### config.mk
export PLATFORM = sky130hd
export DESIGN_NAME = ctrl_seq
export DESIGN_NICKNAME = d
export VERILOG_FILES = /design/src/rtl/ctrl_seq_pkg.sv /design/src/rtl/ctrl_next_stage.sv /design/src/rtl/ctrl_seq.sv
export SDC_FILE = /design/constraint.sdc
export NUM_CORES = 1
export LEC_CHECK = 0
export BUFFER_PORTS_ARGS = -buffer_cell sky130_fd_sc_hd__buf_4
export CORE_MARGIN = 5
export CORE_UTILIZATION = 55
export CTS_BUF_LIST = sky130_fd_sc_hd__clkbuf_8
export DETAILED_ROUTE_END_ITERATION = 7
export HOLD_SLACK_MARGIN = 0.15
export PLACE_DENSITY = 0.82
export SYNTH_ARGS = -nofsm -noshare
export SYNTH_HDL_FRONTEND = slang
export SYNTH_SLANG_ARGS = --single-unit
export TNS_END_PERCENT = 30
### constraint.sdc
create_clock -name I_clk -period 2.49 [get_ports I_clk]
set_clock_uncertainty 0.2 [all_clocks]
set_input_delay 0.1245 -clock I_clk [delete_from_list [all_inputs] [get_ports I_clk]]
set_output_delay 0.1245 -clock I_clk [all_outputs]
set_load 0.1 [all_outputs]
### src/rtl/ctrl_seq_pkg.sv
// Shared constants for the multi-cycle instruction sequencer: default stage
// indices, default stage count and the default wait-for-done mask.
package ctrl_seq_pkg;

  localparam int unsigned STG_FETCH      = 0;
  localparam int unsigned STG_DEC        = 1;
  localparam int unsigned STG_RGRD       = 2;
  localparam int unsigned STG_ALU        = 3;
  localparam int unsigned STG_RGWR       = 4;
  localparam int unsigned STG_MEM        = 5;
  localparam int unsigned NUM_STAGES_DEF = 6;

  // Only the memory stage waits for its datapath block by default.
  localparam logic [NUM_STAGES_DEF-1:0] WAIT_MASK_DEF = 6'b100000;

  typedef enum logic {
    MODE_RUN  = 1'b0,
    MODE_HALT = 1'b1
  } mode_e;

endpackage

### src/rtl/ctrl_next_stage.sv
// Combinational next-stage search: lowest unskipped stage above the active one,
// or a wrap flag when no such stage exists.
module ctrl_next_stage
  import ctrl_seq_pkg::*;
#(
  parameter int unsigned NUM_STAGES = NUM_STAGES_DEF
) (
  input  logic [NUM_STAGES-1:0] I_cur,
  input  logic [NUM_STAGES-1:0] I_skip,
  output logic [NUM_STAGES-1:0] O_next_c,
  output logic                  O_wrap_c
);

  logic seen_c;
  logic found_c;

  // Priority search: only stages strictly above the active bit are candidates.
  always_comb begin
    O_next_c = '0;
    seen_c   = 1'b0;
    found_c  = 1'b0;
    for (int j = 0; j < NUM_STAGES; j++) begin
      if (seen_c && !found_c && !I_skip[j]) begin
        O_next_c[j] = 1'b1;
        found_c     = 1'b1;
      end
      if (I_cur[j]) begin
        seen_c = 1'b1;
      end
    end
    O_wrap_c = !found_c;
  end

endmodule

### src/rtl/ctrl_seq.sv
// Parametrised one-hot instruction sequencer with global stall, per-stage
// done handshakes, decode-driven stage skipping, HALT/resume and retire count.
module ctrl_seq
  import ctrl_seq_pkg::*;
#(
  parameter int unsigned            NUM_STAGES = NUM_STAGES_DEF,
  parameter int unsigned            DEC_STAGE  = STG_DEC,
  parameter logic [NUM_STAGES-1:0]  WAIT_MASK  = WAIT_MASK_DEF,
  parameter int unsigned            CNT_W      = 16,
  localparam int unsigned           STAGE_W    = $clog2(NUM_STAGES)
) (
  input  logic                  I_clk,
  input  logic                  I_reset,
  input  logic                  I_stall,
  input  logic [NUM_STAGES-1:0] I_stagedone,
  input  logic [NUM_STAGES-1:0] I_skipmask,
  input  logic                  I_halt,
  input  logic                  I_resume,
  output logic [NUM_STAGES-1:0] O_en,
  output logic [STAGE_W-1:0]    O_stage,
  output logic                  O_halted,
  output logic                  O_retire,
  output logic [CNT_W-1:0]      O_instcount
);

  // Stages at or below decode can never be skipped by the decoded instruction.
  localparam logic [NUM_STAGES-1:0] DEC_KEEP =
    ~((NUM_STAGES'(1) << (DEC_STAGE + 1)) - NUM_STAGES'(1));

  function automatic logic is_onehot(input logic [NUM_STAGES-1:0] v);
    return (v != '0) && ((v & (v - NUM_STAGES'(1))) == '0);
  endfunction

  function automatic logic [STAGE_W-1:0] enc(input logic [NUM_STAGES-1:0] v);
    logic [STAGE_W-1:0] r;
    r = '0;
    for (int i = 0; i < NUM_STAGES; i++) begin
      if (v[i]) r = r | STAGE_W'(i);
    end
    return r;
  endfunction

  logic [NUM_STAGES-1:0] en_q, en_d;
  logic [STAGE_W-1:0]    stage_q, stage_d;
  mode_e                 mode_q, mode_d;
  logic [NUM_STAGES-1:0] skip_q, skip_d;
  logic                  halt_q, halt_d;
  logic                  retire_q, retire_d;
  logic [CNT_W-1:0]      cnt_q, cnt_d;

  logic                  at_dec_c;
  logic [NUM_STAGES-1:0] skip_eff_c;
  logic                  halt_eff_c;
  logic                  advance_c;
  logic [NUM_STAGES-1:0] next_c;
  logic                  wrap_c;

  ctrl_next_stage #(
    .NUM_STAGES (NUM_STAGES)
  ) u_next (
    .I_cur    (en_q),
    .I_skip   (skip_eff_c),
    .O_next_c (next_c),
    .O_wrap_c (wrap_c)
  );

  // Decode-time sampling feeds the search directly so DEC_STAGE+1 can be skipped.
  always_comb begin
    at_dec_c   = en_q[DEC_STAGE];
    skip_eff_c = at_dec_c ? (I_skipmask & DEC_KEEP) : skip_q;
    halt_eff_c = at_dec_c ? I_halt : halt_q;
    advance_c  = !I_stall && ((en_q & WAIT_MASK & ~I_stagedone) == '0);
  end

  // Next-state and output logic.
  always_comb begin
    en_d     = en_q;
    mode_d   = mode_q;
    skip_d   = skip_q;
    halt_d   = halt_q;
    retire_d = 1'b0;
    cnt_d    = cnt_q;

    if (mode_q == MODE_HALT) begin
      if (I_resume && !I_stall) begin
        mode_d = MODE_RUN;
        en_d   = NUM_STAGES'(1);
      end
    end else if (!is_onehot(en_q)) begin
      en_d   = NUM_STAGES'(1);
      skip_d = '0;
      halt_d = 1'b0;
    end else if (advance_c) begin
      skip_d = skip_eff_c;
      halt_d = halt_eff_c;
      if (wrap_c) begin
        retire_d = 1'b1;
        cnt_d    = cnt_q + CNT_W'(1);
        skip_d   = '0;
        halt_d   = 1'b0;
        if (halt_eff_c) begin
          mode_d = MODE_HALT;
          en_d   = '0;
        end else begin
          en_d = NUM_STAGES'(1);
        end
      end else begin
        en_d = next_c;
      end
    end

    stage_d = enc(en_d);
  end

  always_ff @(posedge I_clk) begin
    if (I_reset) begin
      en_q     <= NUM_STAGES'(1);
      stage_q  <= '0;
      mode_q   <= MODE_RUN;
      skip_q   <= '0;
      halt_q   <= 1'b0;
      retire_q <= 1'b0;
      cnt_q    <= '0;
    end else begin
      en_q     <= en_d;
      stage_q  <= stage_d;
      mode_q   <= mode_d;
      skip_q   <= skip_d;
      halt_q   <= halt_d;
      retire_q <= retire_d;
      cnt_q    <= cnt_d;
    end
  end

  assign O_en        = en_q;
  assign O_stage     = stage_q;
  assign O_halted    = (mode_q == MODE_HALT);
  assign O_retire    = retire_q;
  assign O_instcount = cnt_q;

endmodule
==> results.json, run 1 <==
{
  "hold_path_class": "input pin to flip-flop",
  "whs_ns": 0.236,
  "clockBufferDepth": 2,
  "clk_pin_slew_worst_paths_ns": 0.07,
  "power.internal_uw": 1260,
  "yosys_register_bits": 33,
  "swShare": 0.415,
  "crit_type": "flip-flop to flip-flop",
  "overflow": 0,
  "power.switching_uw": 893,
  "crit_path_max_incr_delay_ns": 0.57,
  "cts_max_level": 2,
  "final-hold-violation-count": 0,
  "crit_family": "simple AND/OR/NAND/NOR gates",
  "final_cell_mix": "50 x buf_4, 22 x dfxtp_1, 16 x a21oi_1",
  "start_util": 0.575,
  "critPathSlowestCell": "or4b_1",
  "syn_avg_cell_area_um2": 8.41,
  "arrival_ns": 2.51,
  "synth_edf_count": 0,
  "num_rows": 20,
  "p_per_area_nw_per_um2": 894,
  "fin_crit_sh": 0.999,
  "antenna_found_initial": 0,
  "synth_ff_type": "dfxtp_1",
  "worstMarginPinSlew_ns": 0.545,
  "io_pins": 44,
  "finalWirelength_um": 4930,
  "syn_area_um2": 1760,
  "antenna_cells": 0,
  "layout_commonest_cell": "buf_4",
  "cts_tree": "built",
  "dr.pass1.iters": 4,
  "dieWidth_um": 66.5,
  "coreArea_um2": 3050,
  "clk_latency_ns": 0.29,
  "cp_max_fo": 8,
  "drc": 0,
  "root_buffer": "clkbuf_8",
  "fillerInstances": 230,
  "fin_crit_ns": 2.49,
  "yosysSeqAreaShare": 0.376,
  "cp_num_buf_inv": 0,
  "wl_per_cell_um": 15.9,
  "ir_drop_uv": 642,
  "pwr-share-comb": 0.475,
  "synthCells": 209,
  "p_clk_frac": 0.228,
  "post-route-util": 0.787,
  "gp_congestion": 0.878,
  "dieHeight_um": 66.5,
  "area_delta_synth_final_pct": 36.8,
  "status": "completed",
  "layout-drive-gt1-share": 0.312,
  "portBuffers": 36,
  "synth_nets": 227,
  "yosysUniqueCellTypes": 52,
  "rsz0062_at_grt": "yes",
  "yosys_warnings": 0,
  "nNetsFinal": 283,
  "startpoint_type": "flip-flop",
  "cp.required_ns": 2.51,
  "leakage_uw": 0.000983,
  "max_freq_mhz": 402,
  "finalSetupViolCount": 0,
  "via_per_inst": 5.92,
  "slew_violations": 0,
  "ant_nets": 0,
  "grt_pass1_vias": 1672,
  "endpoint_kind": "flip-flop",
  "p_seq_frac": 0.296,
  "floorplan.die_area_um2": 4420,
  "vias": 1835,
  "async_flop_share": 0,
  "grt_use_total": 0.234,
  "dpl.hpwl_um": 3180,
  "maxSlewHeadroom": 0.637,
  "grt_max_degree": 26,
  "grt_pass1_wl_um": 7820,
  "cp_cell_sequence": "or3_4 -> o31a_1 -> nor3_4 -> nand4_4 -> or4b_1 -> a21oi_1",
  "cts-buffers-inserted": 5,
  "drtIter0Drc": 144,
  "maxCapViolations": 0,
  "clkSinkCount": 33
}
cell type report:
type / instances / area (um^2) / share of cell area
Sequential cell: 33 / 687 / 0.286
Tap cell: 44 / 55.1 / 0.0229
Clock buffer: 5 / 68.8 / 0.0286
Clock inverter: 3 / 37.5 / 0.0156
Multi-Input combinational cell: 156 / 1040 / 0.434
Inverter: 9 / 33.8 / 0.0141
Timing Repair Buffer: 60 / 477 / 0.198
worst register-to-register path, stage by stage (launching register included):
cell and delay [ns]:
dfxtp_4 0.37, or3_4 0.39, o31a_1 0.29, nor3_4 0.23, nand4_4 0.19, or4b_1 0.57
a21oi_1 0.18
sequential cells by signal (all words and copies together), names as in the netlist:
register and flops:
O_stage 3, O_instcount 16, skip_q 5, halt_q 1, O_halted 1, O_en 6, O_retire 1
kinds of logic (layout without fill, tap and decap cells):
family / count (synthesis) / in the layout / share of synthesized area
and+or+nand+nor: 84 / 85 / 0.284
muxes: 4 / 4 / 0.0235
adders and majority gates: 1 / 1 / 0.00712
AOI/OAI and AO/OA: 63 / 63 / 0.243
DFF: 33 / 33 / 0.376
xor gates and xnor gates: 3 / 3 / 0.0150
buffers and inverters: 21 / 77 / 0.0513
worst paths after layout:
check                         to           start  cells past startpoint  slack, ns
setup / recovery  O_instcount[9]         O_en[1]                      6      0.003
hold reg to reg        skip_q[5]       skip_q[5]                      2       0.29
setup reg to reg  O_instcount[9]         O_en[1]                      6      0.003
hold / removal           O_en[4]  I_stagedone[5]                      6       0.24
routing by layer:
layer / track usage / up-vias / share of wire
li1: - / 900 / -
met3: 0.0675 / 12 / 0.060
met4: 0.0964 / 0 / 0.023
met5: 0 / - / 0
met1: 0.307 / 855 / 0.44
met2: 0.357 / 68 / 0.48
stage by stage:
step / std cells / power [uW] / cell area (um^2) / worst slack [ns] / TNS [ns]
after CTS: 306 / 2090 / 2340 / 0.0238 / 0
after floorplan: 209 / 1340 / 1800 / -0.0545 / -0.210
after global placement: 288 / 1590 / 2140 / 0.0780 / 0
after detailed placement: 288 / 1600 / 2140 / 0.0197 / 0
final: 310 / 2150 / 2400 / 0.00318 / 0
after global routing: 310 / 2260 / 2400 / -0.0560 / -0.121
power by group through the flow:
stage	clock (uW)	sequential, uW	combinational, uW
3_5_place_dp	0	647	949
2_1_floorplan	0	839	503
3_3_place_gp	0	644	946
5_1_grt	527	646	1090
6_report	491	636	1020
4_1_cts	494	635	965
cells in the mapped netlist (3+ instances only):
cell       n  area [um^2]
a21oi_1   17         85.1
a32oi_1    6         52.6
and3_1     4         25.0
buf_2      3         15.0
clkbuf_1   8         30.0
dfxtp_1   33          661
inv_1      9         33.8
mux2i_1    3         30.0
nand2_1   14         52.6
nand2b_1   4         25.0
nand3_1    6         30.0
nand4_1    5         31.3
nor2_1    14         52.6
nor2b_1    4         25.0
nor3_1     3         15.0
o21a_1     4         30.0
o21ai_0   14         70.1
o31ai_1    3         22.5
or3_1     12         75.1
or4_1      3         22.5
repair_timing:
action	in CTS	in global routing
gates resized for setup	0	5
pin swaps	1	2
hold endpoints to repair	26	0
hold buffers	9	0
endpoints found under the setup margin	1	11
buffers inserted	1	3
gates cloned	0	1
No activity file was read; power rests on OpenSTA's default activity.
==> run 2, diff against run 1 <==
--- a/config.mk
+++ b/config.mk
@@ -6,6 +6,7 @@
 export NUM_CORES = 1
 export LEC_CHECK = 0
 export BUFFER_PORTS_ARGS = -buffer_cell sky130_fd_sc_hd__buf_4
+export CORE_ASPECT_RATIO = 1.2
 export CORE_MARGIN = 5
 export CORE_UTILIZATION = 55
 export CTS_BUF_LIST = sky130_fd_sc_hd__clkbuf_8
==> run 2 against run 1 <==
Against the previous run:
- cell count down 3.5%
- register-to-register slack better by 0.07 ns
- count of clock-buffer cells in the layout unchanged
- fmax up 3.0%
- utilization down 3.4 points
- final area down 3.4%
- global-route usage down 1.9 points
==> results.json, run 2 (synthesis gave the netlist of run 1 again) <==
{
  "status": "completed",
  "cp_max_fo": 9,
  "max_freq_mhz": 414,
  "tns_ns": 0,
  "r2r_cells": 7,
  "ant_nets": 0,
  "layout_commonest_cell": "buf_4",
  "antenna_found_initial": 0,
  "fin_crit_sh": 0.970,
  "dieHeight_um": 71.9,
  "cts-buffers-inserted": 5,
  "cts_tree": "built",
  "antenna_cells": 0,
  "p_per_area_nw_per_um2": 875,
  "area_delta_synth_final_pct": 32.1,
  "min_path_cells": 5,
  "post-route-util": 0.752,
  "crit_type": "flip-flop to flip-flop",
  "wl_per_cell_um": 15.4,
  "worstMarginPinSlew_ns": 0.523,
  "largest_register_ffs": 16,
  "floorplan.die_area_um2": 4430,
  "arrival_ns": 2.40,
  "clkSinkCount": 33,
  "coreArea_um2": 3080,
  "gp_congestion": 0.858,
  "nNetsFinal": 280,
  "cp_common_cell": "o31a_1",
  "cp.required_ns": 2.47,
  "slew_violations": 0,
  "hold_path_class": "input pin to flip-flop",
  "grt_pass1_wl_um": 7200,
  "final-hold-violation-count": 0,
  "start_util": 0.570,
  "finalSetupViolCount": 0,
  "grt_max_degree": 26,
  "critPathSlowestCell": "or3_1",
  "endpoint_kind": "flip-flop",
  "fillerInstances": 238,
  "maxSlewHeadroom": 0.647,
  "overflow": 0,
  "root_buffer": "clkbuf_8",
  "grt_pass1_vias": 1644,
  "dr.pass1.iters": 4,
  "dieWidth_um": 61.6,
  "drtIter0Drc": 104,
  "portBuffers": 36,
  "grt_use_total": 0.215,
  "leakage_uw": 0.000955,
  "clockBufferDepth": 2,
  "crit_path_max_incr_delay_ns": 0.40,
  "clk_pin_slew_worst_paths_ns": 0.07,
  "io_pins": 44,
  "via_per_inst": 5.94,
  "num_rows": 22,
  "ir_drop_uv": 817,
  "dpl.hpwl_um": 3220,
  "drc": 0,
  "layout-drive-gt1-share": 0.300,
  "cts_max_level": 2,
  "vias": 1776,
  "cp_cell_sequence": "or3_1 -> o31a_1 -> nor3_4 -> nand4_4 -> buf_4 -> o31a_1 -> o21a_1",
  "startpoint_type": "flip-flop",
  "crit_family": "simple AND/OR/NAND/NOR gates",
  "cp_num_buf_inv": 1,
  "finalWirelength_um": 4610,
  "clk_latency_ns": 0.29,
  "final_cell_mix": "50 x buf_4, 22 x dfxtp_1, 16 x a21oi_1",
  "fin_crit_ns": 2.41,
  "maxCapViolations": 0,
  "cp_num_cells": 7
}
[run 2: final cells by class]
class                           count  area (um^2)  area share
Inverter                            9         33.8      0.0146
Timing Repair Buffer               58          455       0.196
Tap cell                           36         45.0      0.0194
Multi-Input combinational cell    155         1020       0.439
Clock inverter                      3         12.5     0.00539
Clock buffer                        5         68.8      0.0297
Sequential cell                    33          687       0.296
[run 2: metal layers]
layer,up-vias,part of all wire,wire (um),global-route usage
li1,887,-,-,-
met1,821,0.39,1820,0.235
met2,53,0.51,2370,0.363
met3,15,0.064,293,0.0605
met4,0,0.029,134,0.116
met5,-,0,0,0
[run 2: worst paths after layout]
kind / start / end / slack (ns)
max: O_en[1] / O_instcount[5] / 0.08
max reg2reg: O_en[1] / O_instcount[5] / 0.08
min: I_stagedone[5] / O_en[4] / 0.21
min reg2reg: skip_q[4] / skip_q[4] / 0.28
[run 2: where the power goes]
group | internal [uW] | switching (uW) | total [uW]
sequential | 578 | 68.8 | 647
combinational | 389 | 613 | 1000
clock | 188 | 192 | 380
total | 1150 | 874 | 2030
[run 2: worst reg2reg max path, stage by stage, from the launching register on]
cell and delay (ns):
dfxtp_4 0.37, or3_1 0.40, o31a_1 0.30, nor3_4 0.19, nand4_4 0.18, buf_4 0.22, o31a_1 0.29, o21a_1 0.18
[run 2: per-stage QoR]
stage / instances / worst slack (ns) / hold slack, ns / total power, uW / cell area (um^2)
floorplan: 209 / -0.0545 / 0.0963 / 1340 / 1800
global placement: 280 / 0.0660 / 0.196 / 1580 / 2130
detailed placement: 280 / 0.0154 / 0.210 / 1590 / 2130
CTS: 296 / 0.00453 / 0.209 / 1980 / 2290
global route: 299 / -0.0300 / 0.255 / 2130 / 2320
finish: 299 / 0.0758 / 0.213 / 2030 / 2320
[run 2: what timing repair did]
action | CTS | global route
hold buffers | 8 | 0
endpoints found under the hold margin | 26 | 0
buffers inserted | 0 | 3
resized for setup | 0 | 2
setup endpoints to repair | 0 | 9
==> run 3, diff against run 2 <==
--- a/config.mk
+++ b/config.mk
@@ -8,11 +8,11 @@
 export BUFFER_PORTS_ARGS = -buffer_cell sky130_fd_sc_hd__buf_4
 export CORE_ASPECT_RATIO = 1.2
 export CORE_MARGIN = 5
-export CORE_UTILIZATION = 55
+export CORE_UTILIZATION = 45
 export CTS_BUF_LIST = sky130_fd_sc_hd__clkbuf_8
 export DETAILED_ROUTE_END_ITERATION = 7
 export HOLD_SLACK_MARGIN = 0.15
-export PLACE_DENSITY = 0.82
+export PLACE_DENSITY = 0.69
 export SYNTH_ARGS = -nofsm -noshare
 export SYNTH_HDL_FRONTEND = slang
 export SYNTH_SLANG_ARGS = --single-unit
==> constraint.sdc (replaced) <==
create_clock -name I_clk -period 2.89 [get_ports I_clk]
set_clock_uncertainty 0.2 [all_clocks]
set_input_delay 0.1445 -clock I_clk [delete_from_list [all_inputs] [get_ports I_clk]]
set_output_delay 0.1445 -clock I_clk [all_outputs]
set_load 0.1 [all_outputs]
==> run 3 against run 2 <==
Against the previous run:
- sequential share of layout area shrank 0.63 points
- cell count grew 3.3%
- die area grew 19%
- fmax shrank 12%
- global-route usage shrank 4.2 points
- non-clock buffer count shrank 7
- final area shrank 1.6%
- critical endpoint is now halt_q
- highest routed layer unchanged
==> results.json, run 3 (synthesis gave the netlist of run 1 again) <==
{
  "hold_path_startpoint": "I_stagedone[5]",
  "status": "completed",
  "clk_pin_slew_worst_paths_ns": 0.07,
  "endpoint_kind": "flip-flop",
  "dp_cells": 290,
  "maxCapViolations": 0,
  "cts_tree": "built",
  "antenna_found_initial": 0,
  "dr.pass1.iters": 4,
  "p_per_area_nw_per_um2": 739,
  "post-route-util": 0.593,
  "cp_num_cells": 8,
  "maxSlewHeadroom": 0.573,
  "r2r-start": "O_en[2]",
  "grt_pass1_wl_um": 7120,
  "post_cts_buffers": 0,
  "ant_nets": 0,
  "cp_num_buf_inv": 2,
  "wl_per_cell_um": 14.0,
  "layout_commonest_cell": "buf_4",
  "slew_violations": 0,
  "drtIter0Drc": 122,
  "dpl.hpwl_um": 3110,
  "grt_pass1_vias": 1570,
  "finalSetupViolCount": 0,
  "drc": 0,
  "hold_path_class": "input pin to flip-flop",
  "max_freq_mhz": 365,
  "nNetsFinal": 273,
  "rr_endpoint": "halt_q",
  "arrival_ns": 2.71,
  "antenna_cells": 0,
  "leakage_uw": 0.000933,
  "io_pins": 44,
  "cp-endpoint": "halt_q",
  "gp_congestion": 0.816,
  "crit_family": "compound AO/OA/AOI/OAI gates",
  "cp_max_fo": 9,
  "setup.worst_path.start": "O_en[2]",
  "dieWidth_um": 67.0,
  "crit_path_max_incr_delay_ns": 0.56,
  "dieHeight_um": 78.4,
  "layout-drive-gt1-share": 0.227,
  "cts_max_level": 2,
  "startpoint_type": "flip-flop",
  "r2r_cells": 8,
  "crit_type": "flip-flop to flip-flop",
  "num_rows": 25,
  "cp.required_ns": 2.86,
  "cp_cell_sequence": "xor2_1 -> a22o_1 -> a221oi_1 -> o31ai_1 -> buf_4 -> a32oi_1 -> nor2_1 -> dlygate4sd3_1",
  "largest_register_ffs": 16,
  "finalWirelength_um": 4320,
  "fin_crit_ns": 2.74,
  "start_util": 0.457,
  "fillerInstances": 363,
  "overflow": 0,
  "dp_slack_ns": 0.249,
  "floorplan.die_area_um2": 5260,
  "final-hold-violation-count": 0,
  "cts-buffers-inserted": 5,
  "portBuffers": 36,
  "root_buffer": "clkbuf_8",
  "worstMarginPinSlew_ns": 0.632,
  "p_total_uw": 1690,
  "fin_crit_sh": 0.948,
  "grt_use_total": 0.173,
  "area_delta_synth_final_pct": 30.0,
  "clk_latency_ns": 0.28,
  "coreArea_um2": 3850,
  "fin_cells": 309,
  "r2r_slack_ns": 0.15,
  "vias": 1765,
  "grt_max_degree": 26,
  "clkSinkCount": 33,
  "clockBufferDepth": 2,
  "via_per_inst": 5.71,
  "final_cell_mix": "39 x buf_4, 32 x dfxtp_1, 17 x a21oi_1",
  "critPathSlowestCell": "dlygate4sd3_1",
  "finalWorstSetupSlack_ns": 0.150,
  "ir_drop_uv": 723
}
==> run 3: how the worst min path moves through the flow <==
| stage | endpoint | slack, ns | cells past startpoint |
|---|---|---|---|
| 6_report | O_en[4] | 0.28 | 5 |
| 5_1_grt | O_instcount[15] | 0.31 | 2 |
| 4_1_cts | O_en[4] | 0.27 | 5 |
| 3_5_place_dp | skip_q[2] | 0.23 | 3 |
| 3_3_place_gp | skip_q[2] | 0.22 | 3 |
| 2_1_floorplan | skip_q[4] | 0.12 | 2 |
==> run 3: cell type report <==
type	instances	area [um^2]	area share
multi-input combinational	155	1020	0.445
sequential	33	662	0.290
timing repair buffer	51	413	0.181
clock buffer	6	82.6	0.0362
tap	54	67.6	0.0296
inverter	9	33.8	0.0148
clock inverter	1	7.51	0.00329
==> run 3: metal layers <==
metal	vias up	share of wire	track usage
met1	840	0.44	0.213
li1	875	-	-
met3	4	0.058	0.0458
met4	0	0.011	0.0669
met2	46	0.49	0.283
met5	-	0	0
==> run 3: power by group <==
group	internal, uW	total, uW	switching, uW
Combinational	277	795	518
Clock	188	348	160
Sequential	491	543	51.6
==> run 3: through the flow <==
step                TNS [ns]  hold slack (ns)  instance area [um^2]
global route          -0.114            0.309                  2280
floorplan            -0.0222            0.116                  1760
detailed placement         0            0.229                  2060
finish                     0            0.279                  2280
global placement           0            0.218                  2060
CTS                        0            0.273                  2270
==> run 3: what timing repair did <==
action / 4_1_cts / 5_1_grt
hold buffers: 12 / 0
resized for setup: 0 / 2
hold endpoints to repair: 26 / 0
endpoints found under the setup margin: 0 / 8
==> run 3: tightest hold or removal path, stage by stage <==
cell,delay (ns)
buf_4,0.11
inv_1,0.06
a21oi_1,0.19
nand4_1,0.11
a21oi_1,0.08
